File: src/rtl/arbitro_memoria_datos_pkg.sv
// Shared types and constants for the two-port data-memory arbiter.
// The optional ARB_RR_EN macro switches arbitration to round-robin.
package arbitro_pkg;

  typedef enum logic [2:0] {
    IDLE   = 3'd0,
    SETUP  = 3'd1,
    STROBE = 3'd2,
    HOLD   = 3'd3,
    DONE   = 3'd4
  } estado_t;

  localparam logic PUERTO_CPU = 1'b0;
  localparam logic PUERTO_IO  = 1'b1;

  localparam int ADDR_W_DEF = 7;
  localparam int DATA_W_DEF = 8;

endpackage

File: src/rtl/arbitro_memoria_datos_if.sv
// Requester and memory-side bus of the data-memory arbiter.
// Handshake: reqN is held until the port sees gntN; doneN pulses one cycle when the access completes.
interface arbitro_memoria_datos_if #(
  parameter int ADDR_W = 7,
  parameter int DATA_W = 8
);
  logic              req0, req1;
  logic              we0, we1;
  logic [ADDR_W-1:0] addr0, addr1;
  logic [DATA_W-1:0] wdata0, wdata1;
  logic              gnt0, gnt1;
  logic              done0, done1;
  logic [DATA_W-1:0] rdata;
  logic              mem_activa;
  logic              mem_guardar;
  logic [ADDR_W-1:0] mem_dir;
  logic [DATA_W-1:0] mem_din;
  logic [DATA_W-1:0] mem_dout;
  logic [2:0]        estado;

  modport slave (
    input  req0, req1, we0, we1, addr0, addr1, wdata0, wdata1, mem_dout,
    output gnt0, gnt1, done0, done1, rdata,
    output mem_activa, mem_guardar, mem_dir, mem_din, estado
  );

  modport master (
    output req0, req1, we0, we1, addr0, addr1, wdata0, wdata1, mem_dout,
    input  gnt0, gnt1, done0, done1, rdata,
    input  mem_activa, mem_guardar, mem_dir, mem_din, estado
  );
endinterface

File: src/rtl/arbitro_memoria_datos_selector.sv
// Combinational winner pick between the two requesters.
// ARB_RR_EN defined: contention goes to the port that did not win last; otherwise port 0 always wins.
module arbitro_selector
  import arbitro_pkg::*;
(
  input  logic req0,
  input  logic req1,
`ifdef ARB_RR_EN
  input  logic last_owner,
`endif
  output logic valid,
  output logic winner
);

  always_comb begin
    valid  = req0 | req1;
    winner = PUERTO_CPU;
    if (req0 && req1) begin
`ifdef ARB_RR_EN
      winner = ~last_owner;
`else
      winner = PUERTO_CPU;
`endif
    end else if (req1) begin
      winner = PUERTO_IO;
    end
  end

endmodule

File: src/rtl/arbitro_memoria_datos.sv
// Two-port arbiter and access sequencer for the 128 x 8 data memory; builds a registered
// single-cycle guardar strobe. Define ARB_RR_EN for round-robin, otherwise fixed priority.
module arbitro_memoria_datos
  import arbitro_pkg::*;
#(
  parameter int ADDR_W = ADDR_W_DEF,
  parameter int DATA_W = DATA_W_DEF
) (
  input  logic                    clk,
  input  logic                    reset,
  arbitro_memoria_datos_if.slave  bus
);

  localparam logic [2:0] S_IDLE   = IDLE;
  localparam logic [2:0] S_SETUP  = SETUP;
  localparam logic [2:0] S_STROBE = STROBE;
  localparam logic [2:0] S_HOLD   = HOLD;
  localparam logic [2:0] S_DONE   = DONE;

  logic [2:0]        state_q, state_d;
  logic              owner_q, owner_d;
  logic              we_q, we_d;
  logic [ADDR_W-1:0] addr_q, addr_d;
  logic [DATA_W-1:0] wdata_q, wdata_d;
  logic [DATA_W-1:0] rdata_q, rdata_d;
  logic              gnt0_q, gnt0_d, gnt1_q, gnt1_d;
  logic              done0_q, done0_d, done1_q, done1_d;
  logic              activa_q, activa_d;
  logic              guardar_q, guardar_d;
  logic              sel_valid, sel_winner;
  logic              busy;

`ifdef ARB_RR_EN
  logic last_owner_q, last_owner_d;
`endif

  arbitro_selector u_selector (
    .req0       (bus.req0),
    .req1       (bus.req1),
`ifdef ARB_RR_EN
    .last_owner (last_owner_q),
`endif
    .valid      (sel_valid),
    .winner     (sel_winner)
  );

  always_comb begin
    state_d = state_q;
    owner_d = owner_q;
    we_d    = we_q;
    addr_d  = addr_q;
    wdata_d = wdata_q;
    rdata_d = rdata_q;
`ifdef ARB_RR_EN
    last_owner_d = last_owner_q;
`endif
    case (state_q)
      S_IDLE: begin
        if (sel_valid) begin
          owner_d = sel_winner;
          we_d    = sel_winner ? bus.we1    : bus.we0;
          addr_d  = sel_winner ? bus.addr1  : bus.addr0;
          wdata_d = sel_winner ? bus.wdata1 : bus.wdata0;
`ifdef ARB_RR_EN
          last_owner_d = sel_winner;
`endif
          state_d = S_SETUP;
        end
      end
      S_SETUP: begin
        if (we_q) begin
          state_d = S_STROBE;
        end else begin
          rdata_d = bus.mem_dout;
          state_d = S_DONE;
        end
      end
      S_STROBE: state_d = S_HOLD;
      S_HOLD:   state_d = S_DONE;
      S_DONE:   state_d = S_IDLE;
      default:  state_d = S_IDLE;
    endcase

    // Outputs are registered from the next state so every pin comes straight off a flop.
    busy      = (state_d != S_IDLE);
    gnt0_d    = busy && (owner_d == PUERTO_CPU);
    gnt1_d    = busy && (owner_d == PUERTO_IO);
    done0_d   = (state_d == S_DONE) && (owner_d == PUERTO_CPU);
    done1_d   = (state_d == S_DONE) && (owner_d == PUERTO_IO);
    activa_d  = (state_d == S_SETUP) || (state_d == S_STROBE) || (state_d == S_HOLD);
    guardar_d = (state_d == S_STROBE);
  end

  always_ff @(posedge clk or posedge reset) begin
    if (reset) begin
      state_q   <= S_IDLE;
      owner_q   <= PUERTO_CPU;
      we_q      <= 1'b0;
      addr_q    <= '0;
      wdata_q   <= '0;
      rdata_q   <= '0;
      gnt0_q    <= 1'b0;
      gnt1_q    <= 1'b0;
      done0_q   <= 1'b0;
      done1_q   <= 1'b0;
      activa_q  <= 1'b0;
      guardar_q <= 1'b0;
    end else begin
      state_q   <= state_d;
      owner_q   <= owner_d;
      we_q      <= we_d;
      addr_q    <= addr_d;
      wdata_q   <= wdata_d;
      rdata_q   <= rdata_d;
      gnt0_q    <= gnt0_d;
      gnt1_q    <= gnt1_d;
      done0_q   <= done0_d;
      done1_q   <= done1_d;
      activa_q  <= activa_d;
      guardar_q <= guardar_d;
    end
  end

`ifdef ARB_RR_EN
  // Resets to port 1 so that port 0 wins the first contention.
  always_ff @(posedge clk or posedge reset) begin
    if (reset) last_owner_q <= PUERTO_IO;
    else       last_owner_q <= last_owner_d;
  end
`endif

  assign bus.gnt0        = gnt0_q;
  assign bus.gnt1        = gnt1_q;
  assign bus.done0       = done0_q;
  assign bus.done1       = done1_q;
  assign bus.rdata       = rdata_q;
  assign bus.mem_activa  = activa_q;
  assign bus.mem_guardar = guardar_q;
  assign bus.mem_dir     = addr_q;
  assign bus.mem_din     = wdata_q;
  assign bus.estado      = state_q;

endmodule
File: src/flat_wrapper.sv
// flat-port wrapper written by rule: the top's interface ports become plain ports
module arbitro_memoria_datos_flat import arbitro_pkg::*;
#(
  parameter int ADDR_W = ADDR_W_DEF,
  parameter int DATA_W = DATA_W_DEF
)
  (clk, reset, bus_req0, bus_req1, bus_we0, bus_we1, bus_addr0, bus_addr1, bus_wdata0, bus_wdata1, bus_mem_dout, bus_gnt0, bus_gnt1, bus_done0, bus_done1, bus_rdata, bus_mem_activa, bus_mem_guardar, bus_mem_dir, bus_mem_din, bus_estado);
  arbitro_memoria_datos_if #(.ADDR_W(ADDR_W), .DATA_W(DATA_W)) bus_i ();
  input  logic clk;
  input  logic reset;
  input wire logic [$bits(bus_i.req0)-1:0] bus_req0;
  input wire logic [$bits(bus_i.req1)-1:0] bus_req1;
  input wire logic [$bits(bus_i.we0)-1:0] bus_we0;
  input wire logic [$bits(bus_i.we1)-1:0] bus_we1;
  input wire logic [$bits(bus_i.addr0)-1:0] bus_addr0;
  input wire logic [$bits(bus_i.addr1)-1:0] bus_addr1;
  input wire logic [$bits(bus_i.wdata0)-1:0] bus_wdata0;
  input wire logic [$bits(bus_i.wdata1)-1:0] bus_wdata1;
  input wire logic [$bits(bus_i.mem_dout)-1:0] bus_mem_dout;
  output wire logic [$bits(bus_i.gnt0)-1:0] bus_gnt0;
  output wire logic [$bits(bus_i.gnt1)-1:0] bus_gnt1;
  output wire logic [$bits(bus_i.done0)-1:0] bus_done0;
  output wire logic [$bits(bus_i.done1)-1:0] bus_done1;
  output wire logic [$bits(bus_i.rdata)-1:0] bus_rdata;
  output wire logic [$bits(bus_i.mem_activa)-1:0] bus_mem_activa;
  output wire logic [$bits(bus_i.mem_guardar)-1:0] bus_mem_guardar;
  output wire logic [$bits(bus_i.mem_dir)-1:0] bus_mem_dir;
  output wire logic [$bits(bus_i.mem_din)-1:0] bus_mem_din;
  output wire logic [$bits(bus_i.estado)-1:0] bus_estado;
  assign bus_i.req0 = bus_req0;
  assign bus_i.req1 = bus_req1;
  assign bus_i.we0 = bus_we0;
  assign bus_i.we1 = bus_we1;
  assign bus_i.addr0 = bus_addr0;
  assign bus_i.addr1 = bus_addr1;
  assign bus_i.wdata0 = bus_wdata0;
  assign bus_i.wdata1 = bus_wdata1;
  assign bus_i.mem_dout = bus_mem_dout;
  assign bus_gnt0 = bus_i.gnt0;
  assign bus_gnt1 = bus_i.gnt1;
  assign bus_done0 = bus_i.done0;
  assign bus_done1 = bus_i.done1;
  assign bus_rdata = bus_i.rdata;
  assign bus_mem_activa = bus_i.mem_activa;
  assign bus_mem_guardar = bus_i.mem_guardar;
  assign bus_mem_dir = bus_i.mem_dir;
  assign bus_mem_din = bus_i.mem_din;
  assign bus_estado = bus_i.estado;
  arbitro_memoria_datos #(.ADDR_W(ADDR_W), .DATA_W(DATA_W)) u_core (.clk(clk), .reset(reset), .bus(bus_i));
endmodule
File: config.mk
export PLATFORM = sky130hd
export DESIGN_NAME = arbitro_memoria_datos_flat
export DESIGN_NICKNAME = d
export VERILOG_FILES = /design/src/rtl/arbitro_memoria_datos_pkg.sv /design/src/rtl/arbitro_memoria_datos_if.sv /design/src/rtl/arbitro_memoria_datos_selector.sv /design/src/rtl/arbitro_memoria_datos.sv /design/src/flat_wrapper.sv
export SDC_FILE = /design/constraint.sdc
export NUM_CORES = 1
export LEC_CHECK = 0
export ABC_AREA = 0
export BUFFER_PORTS_ARGS = -buffer_cell sky130_fd_sc_hd__buf_2
export CORE_MARGIN = 4
export CORE_UTILIZATION = 30
export CTS_BUF_LIST = sky130_fd_sc_hd__clkbuf_2
export DETAILED_ROUTE_END_ITERATION = 6
export HOLD_SLACK_MARGIN = 0.12
export MAX_ROUTING_LAYER = met4
export SLEW_MARGIN = 5
export SYNTH_ARGS = -nofsm -noshare
export SYNTH_HDL_FRONTEND = slang
export SYNTH_SLANG_ARGS = --single-unit
File: constraint.sdc
create_clock -name clk -period 3.05 [get_ports clk]
set_input_delay 0.305 -clock clk [delete_from_list [all_inputs] [get_ports clk]]
set_output_delay 0.305 -clock clk [all_outputs]
set_load 0.02 [all_outputs]
[After elaboration in Yosys (flattened, before gate mapping)]
Index checks and enable logic that the tools add are counted.
Operators by class
  reduce and logical (&&, ||, !) cells: 11
  multiplexer cells: 10
  eq/ne operators: 7
  bitwise operators: 3
Operator list (number)
  equality test 3 x 2 -> 1 bit, second input constant: 4
  one-hot mux 3 bit (4 select lines): 1
  2-to-1 mux 8 bit: 1
  2-to-1 mux 7 bit: 1
  equality test 3 x 1 -> 1 bit, second input constant: 2
  2-to-1 mux 3 bit: 2
  logical AND 1 bit: 5
  2-to-1 mux 1 bit: 5
  AND reduction 2 bit: 2
  equality test 3 bit, second input constant: 1
  logical NOT 3 bit: 1
  nonzero test 3 bit: 1
  logical OR 1 bit: 2
  NOT 1 bit: 2
  bitwise OR 1 bit: 1
Word-level totals
  output and inout port bits: 32
  logic and storage cells: 43
  register bits after elaboration: 34
  input bits: 44

[Logic depth before layout (Yosys ltp)]
  word-level depth: 6
  mapped depth: 5
  mapped depth without buffers: 3

[Hierarchy]
A second synthesis with hierarchy kept.
Second synthesis, totals
  cells, all modules: 121
  area total of the unflattened synthesis: 1446.4 um^2
By module, submodules not included
  arbitro_memoria_datos: cells each 119, sequential area each 850.8 um^2, area each 1433.9 um^2, times used 1
  arbitro_selector: cells each 2, sequential area each 0.0 um^2, area each 12.5 um^2, times used 1

[Worst setup path before layout]
No wires, ideal clock.
  path kind: register to register
  start: reg u_core.state_q[1] (netlist: u_core.bus.estado[1])
  end: reg u_core.wdata_q[0] (netlist: u_core.bus.mem_din[0])
  clock period less this slack: 1585 ps
  cell stages (with the launch flop): 6
  data required time: 2925 ps
  setup time: 125 ps
  arrival: 1460 ps
  buffers on the path: 2
  path slack: 1465 ps
  cells stage by stage: dfrtp_1 > nor3_2 > o21a_1 > buf_6 > buf_6 > mux2_4
On the way
  word-level cells in the longest chain between the ends: 2
RTL lines
  start, declared: RTL line arbitro_memoria_datos.sv:20  | logic [2:0] state_q, state_d;
  start signal, assigned: RTL line arbitro_memoria_datos.sv:109  | state_q <= state_d;
  logical NOT 3 bit: RTL line arbitro_memoria_datos.sv:57  | case (state_q)
  AND reduction 2 bit (no source line)
  end signal, assigned: RTL line arbitro_memoria_datos.sv:113  | wdata_q <= wdata_d;
  end, declared: RTL line arbitro_memoria_datos.sv:24  | logic [DATA_W-1:0] wdata_q, wdata_d;
No other way between the ends.
A chain may end at the register's enable or synchronous reset.

[Worst setup path after layout]
  start: reg u_core.state_q[1] (netlist: u_core.bus.estado[1])
  end: reg u_core.addr_q[1] (netlist: u_core.bus.mem_dir[1])
On the way
  word-level cells in the longest chain between the ends: 2
RTL lines
  logical NOT 3 bit: RTL line arbitro_memoria_datos.sv:57
  AND reduction 2 bit (no source line)
  end signal, assigned: RTL line arbitro_memoria_datos.sv:112  | addr_q <= addr_d;
  end, declared: RTL line arbitro_memoria_datos.sv:23  | logic [ADDR_W-1:0] addr_q, addr_d;
No other way between the ends.

==> flow_summary.html <==
<table>
<tr><th>Metric</th><th>Value</th></tr>
<tr><th colspan="2">Run status</th></tr>
<tr><td>Run status</td><td>completed</td></tr>
<tr><th colspan="2">Placement</th></tr>
<tr><td>DP HPWL</td><td>2540 um</td></tr>
<tr><td>Final estimated routing congestion in global placement</td><td>between 0.8 and 0.9</td></tr>
<tr><td>Buffers added on ports</td><td>75</td></tr>
<tr><td>Cell area after placement</td><td>between 2000 and 2500 um^2</td></tr>
<tr><th colspan="2">CTS</th></tr>
<tr><td>Clock slew seen by the registers of the worst setup and hold paths</td><td>0.17 ns</td></tr>
<tr><td>Number of buffers inserted during clock tree synthesis</td><td>5</td></tr>
<tr><td>Latest clock arrival within the worst-skew pair</td><td>0.36 ns</td></tr>
<tr><td>Clock tree from TritonCTS</td><td>built</td></tr>
<tr><td>Gates resized, CTS repair</td><td>0</td></tr>
<tr><td>Largest buffer count on any clock path</td><td>2</td></tr>
<tr><td>CTS root buffer</td><td>sky130_fd_sc_hd__clkbuf_2</td></tr>
<tr><td>H-tree depth reported by CTS</td><td>2</td></tr>
<tr><td>Clock sink count</td><td>34</td></tr>
<tr><th colspan="2">Timing</th></tr>
<tr><td>Fin crit period</td><td>a little over 2 ns</td></tr>
<tr><td>Setup repair after global routing missed its margin</td><td>false</td></tr>
<tr><td>Period Utilization, post-route</td><td>0.661</td></tr>
<tr><td>Upper clock frequency limit</td><td>496 MHz</td></tr>
<tr><td>Max-slew violation count</td><td>0</td></tr>
<tr><td>Total setup violations reported at the end of the flow</td><td>0</td></tr>
<tr><td>Worst-margin pin slew</td><td>1.01 ns</td></tr>
<tr><td>Fin Clk Skew</td><td>0.00461 ns</td></tr>
<tr><td>Total negative setup slack</td><td>0 ns</td></tr>
<tr><td>Worst slew slack as a fraction of its limit</td><td>0.324</td></tr>
<tr><td>Total count of hold-check failures in the final report</td><td>0</td></tr>
<tr><th colspan="2">Detailed routing</th></tr>
<tr><td>Via-to-Cell Ratio</td><td>~4.2</td></tr>
<tr><td>Number of nets with antenna violations after routing</td><td>0</td></tr>
<tr><td>Count of vias placed by the detailed router</td><td>between 1000 and 1500</td></tr>
<tr><td>Pre-antenna DRT Iters</td><td>4</td></tr>
<tr><td>Drt total wl</td><td>roughly 3400 um</td></tr>
<tr><td>Detailed-route DRC error count</td><td>0</td></tr>
<tr><td>Routed len/inst</td><td>13.1 um</td></tr>
<tr><td>Violation count after the first detailed-route iteration</td><td>37</td></tr>
<tr><th colspan="2">Synth</th></tr>
<tr><td>Synth Warn #</td><td>0</td></tr>
<tr><td>Synthesized instance count</td><td>101</td></tr>
<tr><td>Cell area after synthesis</td><td>1580 um^2</td></tr>
<tr><td>Proportion of synthesized chip area in sequential cells</td><td>0.537</td></tr>
<tr><td>Register bit total from synthesis</td><td>34</td></tr>
<tr><td>Post-synthesis cell type count</td><td>23</td></tr>
<tr><td>Average cell area after synthesis</td><td>15.7 um^2</td></tr>
<tr><td>Mapped Nets</td><td>145</td></tr>
<tr><th colspan="2">Worst setup path</th></tr>
<tr><td>Worst setup path startpoint</td><td>u_core.bus.estado[1]$_DFF_PP0_</td></tr>
<tr><td>Required time at the worst-slack endpoint</td><td>about 3.3 ns</td></tr>
<tr><td>Setup slack on the worst flop-to-flop path</td><td>1.03 ns</td></tr>
<tr><td>Cell count of the worst reg-to-reg path</td><td>3</td></tr>
<tr><td>Startpoint-to-endpoint class of the critical path</td><td>flop to flop</td></tr>
<tr><td>Maximum cell stage delay along the critical path</td><td>0.75 ns</td></tr>
<tr><td>Cell chain of the critical path</td><td>nor3_2 -&gt; o21a_1 -&gt; mux2_2</td></tr>
<tr><td>Reg-to-reg critical path endpoint</td><td>u_core.bus.mem_dir[1]$_DFFE_PP0P_</td></tr>
<tr><td>Signal arrival time at the worst endpoint</td><td>~2.3 ns</td></tr>
<tr><td>Reg-to-reg startpoint</td><td>u_core.bus.estado[1]$_DFF_PP0_</td></tr>
<tr><td>Slowest CP cell</td><td>sky130_fd_sc_hd__o21a_1</td></tr>
<tr><td>Capture point of the critical path</td><td>u_core.bus.mem_dir[1]$_DFFE_PP0P_</td></tr>
<tr><td>Maximum fanout encountered on the critical timing path</td><td>16</td></tr>
<tr><td>Startpoint kind of the worst setup timing path</td><td>flop</td></tr>
<tr><td>Kind of end point of the critical path</td><td>flop</td></tr>
<tr><th colspan="2">Layout</th></tr>
<tr><td>Ratio of cells with drive above 1 in the final layout</td><td>0.683</td></tr>
<tr><td>Layout net count</td><td>approximately 230</td></tr>
<tr><td>Area grow syn2layout</td><td>35.9%</td></tr>
<tr><td>Diodes inserted</td><td>0</td></tr>
<tr><td>Final Cell Area</td><td>2150 um^2</td></tr>
<tr><th colspan="2">GRT</th></tr>
<tr><td>Global-route usage over all layers</td><td>0.102</td></tr>
<tr><td>Residual overflow from global routing</td><td>0</td></tr>
<tr><td>Number of antenna violations at the first check in global routing</td><td>0</td></tr>
<tr><td>Wire length of the first global-routing pass</td><td>about 4800 um</td></tr>
<tr><td>Largest net degree at the start of global routing</td><td>29</td></tr>
<tr><td>Number of global-route vias before repair</td><td>around 970</td></tr>
<tr><th colspan="2">Hold path</th></tr>
<tr><td>HP Class</td><td>input port to async pin</td></tr>
<tr><th colspan="2">Floorplanning</th></tr>
<tr><td>Height of the die</td><td>80.7 um</td></tr>
<tr><td>Placeable core region</td><td>between 5000 and 6000 um^2</td></tr>
<tr><td>Count of boundary I/O pins</td><td>76</td></tr>
<tr><td>Core Rows</td><td>26</td></tr>
<tr><td>Die area</td><td>~6500 um^2</td></tr>
<tr><td>DIE WIDTH</td><td>80.7 um</td></tr>
<tr><td>Initial Util</td><td>0.310</td></tr>
<tr><th colspan="2">Power</th></tr>
<tr><td>IR Drop Worst-Case VDD</td><td>0.373 mV</td></tr>
<tr><td>Leakage power summed over all cells</td><td>~1.1 nW</td></tr>
<tr><td>Cell Pwr Density</td><td>1010 nW/um^2</td></tr>
<tr><th colspan="2">Run</th></tr>
<tr><td>Max-cap violations</td><td>0</td></tr>
</table>
## per-stage QoR
step | hold slack, ns | setup WS [ns] | power [mW] | std cells | util
detailed placement | 0.487 | 1.04 | 1.92 | 243 | 0.393
global route | 0.205 | 0.926 | 2.32 | 259 | 0.422
CTS | 0.124 | 1.01 | 2.21 | 251 | 0.406
floorplan | 0.439 | 1.47 | 1.61 | 101 | -
finish | 0.151 | 1.03 | 2.18 | 259 | 0.422
global placement | 0.486 | 1.09 | 1.89 | 243 | 0.393
## synth_stat cells
library cell / instances / area share
sky130_fd_sc_hd__o21a_1: 1 / 0.0047
sky130_fd_sc_hd__nand2b_1: 2 / 0.0079
sky130_fd_sc_hd__mux2_4: 20 / 0.19
sky130_fd_sc_hd__nor4b_2: 1 / 0.0095
sky130_fd_sc_hd__nor3_1: 2 / 0.0063
sky130_fd_sc_hd__dfrtp_1: 34 / 0.54
sky130_fd_sc_hd__and2_1: 1 / 0.0040
sky130_fd_sc_hd__o21ai_0: 1 / 0.0032
sky130_fd_sc_hd__a21boi_1: 1 / 0.0047
sky130_fd_sc_hd__buf_2: 1 / 0.0032
sky130_fd_sc_hd__nor3_2: 1 / 0.0063
sky130_fd_sc_hd__a21oi_1: 1 / 0.0032
sky130_fd_sc_hd__mux2i_1: 1 / 0.0063
sky130_fd_sc_hd__inv_1: 2 / 0.0047
sky130_fd_sc_hd__nor2_1: 3 / 0.0071
sky130_fd_sc_hd__buf_6: 3 / 0.021
sky130_fd_sc_hd__nor2b_2: 1 / 0.0055
sky130_fd_sc_hd__nor2b_1: 1 / 0.0040
sky130_fd_sc_hd__nor3_4: 1 / 0.010
sky130_fd_sc_hd__mux2_2: 20 / 0.14
sky130_fd_sc_hd__buf_8: 1 / 0.0095
sky130_fd_sc_hd__a2bb2oi_1: 1 / 0.0055
sky130_fd_sc_hd__or3_1: 1 / 0.0040
## how the worst min path moves through the flow
stage / cells after the start / to / slack [ns] / from
floorplan: 1 / u_core.owner_q$_DFF_PP0_ / 0.44 / bus_req0
global placement: 1 / u_core.bus.rdata[6]$_DFFE_PP0P_ / 0.49 / u_core.bus.rdata[6]$_DFFE_PP0P_
detailed placement: 1 / u_core.bus.mem_din[6]$_DFFE_PP0P_ / 0.49 / u_core.bus.mem_din[6]$_DFFE_PP0P_
CTS: 2 / u_core.bus.rdata[5]$_DFFE_PP0P_ / 0.12 / bus_mem_dout[5]
global route: 2 / u_core.bus.mem_dir[4]$_DFFE_PP0P_ / 0.21 / reset
finish: 2 / u_core.bus.rdata[5]$_DFFE_PP0P_ / 0.15 / reset
## cell usage in the layout (no fill, tap or decap)
master and instances:
sky130_fd_sc_hd__a21boi_1 1, sky130_fd_sc_hd__a21oi_1 1, sky130_fd_sc_hd__a2bb2oi_1 1, sky130_fd_sc_hd__and2_1 1
sky130_fd_sc_hd__buf_2 75, sky130_fd_sc_hd__buf_4 2, sky130_fd_sc_hd__bufinv_16 1, sky130_fd_sc_hd__clkbuf_2 5
sky130_fd_sc_hd__clkinv_2 2, sky130_fd_sc_hd__dfrtp_1 34, sky130_fd_sc_hd__dlygate4sd3_1 8, sky130_fd_sc_hd__inv_1 2
sky130_fd_sc_hd__mux2_2 20, sky130_fd_sc_hd__mux2_4 20, sky130_fd_sc_hd__mux2i_1 1, sky130_fd_sc_hd__nand2b_1 2
sky130_fd_sc_hd__nor2_1 3, sky130_fd_sc_hd__nor2b_1 1, sky130_fd_sc_hd__nor2b_2 1, sky130_fd_sc_hd__nor3_1 2
sky130_fd_sc_hd__nor3_2 1, sky130_fd_sc_hd__nor3_4 1, sky130_fd_sc_hd__nor4b_2 1, sky130_fd_sc_hd__o21a_1 1
sky130_fd_sc_hd__o21ai_0 1, sky130_fd_sc_hd__or3_1 1
## sequential cells by signal, summed over array words and instances (netlist names)
register,cells
u_core.bus.mem_din,8
u_core.bus.gnt0,1
u_core.bus.mem_dir,7
u_core.bus.done0,1
u_core.bus.mem_guardar,1
u_core.bus.gnt1,1
u_core.bus.mem_activa,1
u_core.we_q,1
u_core.bus.estado,3
u_core.bus.rdata,8
u_core.bus.done1,1
u_core.owner_q,1
## report_power, final
| group | total (mW) | internal, mW | leakage [nW] | switching, mW |
|---|---|---|---|---|
| sequential | 0.811 | 0.674 | 0.410 | 0.137 |
| combinational | 1.08 | 0.512 | 0.635 | 0.570 |
| clock | 0.289 | 0.136 | 0.0427 | 0.153 |
## worst max-delay path: cells and delay by family, from the launching register on
| kind | cells | cell delay, ns |
|---|---|---|
| compound gates | 1 | 0.75 |
| simple gates | 1 | 0.23 |
| flops | 1 | 0.53 |
| mux | 1 | 0.41 |
## final cells by class
cell class	instances	area, um^2
fillers	494	2950
inverters	2	7.51
multi-input cells	60	672
clock buffers	5	25.0
flip-flops and latches	34	851
clock inverters	3	40.0
repair buffers	85	470
well taps	70	87.6
## what timing repair did
action                    CTS  global route
hold endpoints to repair    0             8
hold buffers                0             8
buffers inserted            0             0
## cells by family (layout without fill, tap and decap cells)
| kind of cell | after synthesis | after routing | synth area share |
|---|---|---|---|
| AOI/OAI and AO/OA | 5 | 5 | 0.0213 |
| and+or+nand+nor | 14 | 14 | 0.0648 |
| buffers and inverters | 7 | 95 | 0.0387 |
| muxes | 41 | 41 | 0.338 |
| DFF | 34 | 34 | 0.537 |
## metal layers
metal | track usage | up-vias | routed length, um | part of all wire
li1 | - | 528 | - | -
met1 | 0.118 | 503 | 1380 | 0.41
met2 | 0.159 | 46 | 1740 | 0.51
met3 | 0.0303 | 5 | 221 | 0.065
met4 | 0.0524 | 0 | 51 | 0.015
met5 | - | - | 0 | 0
Note: power is estimated with default switching activity, not from simulation.
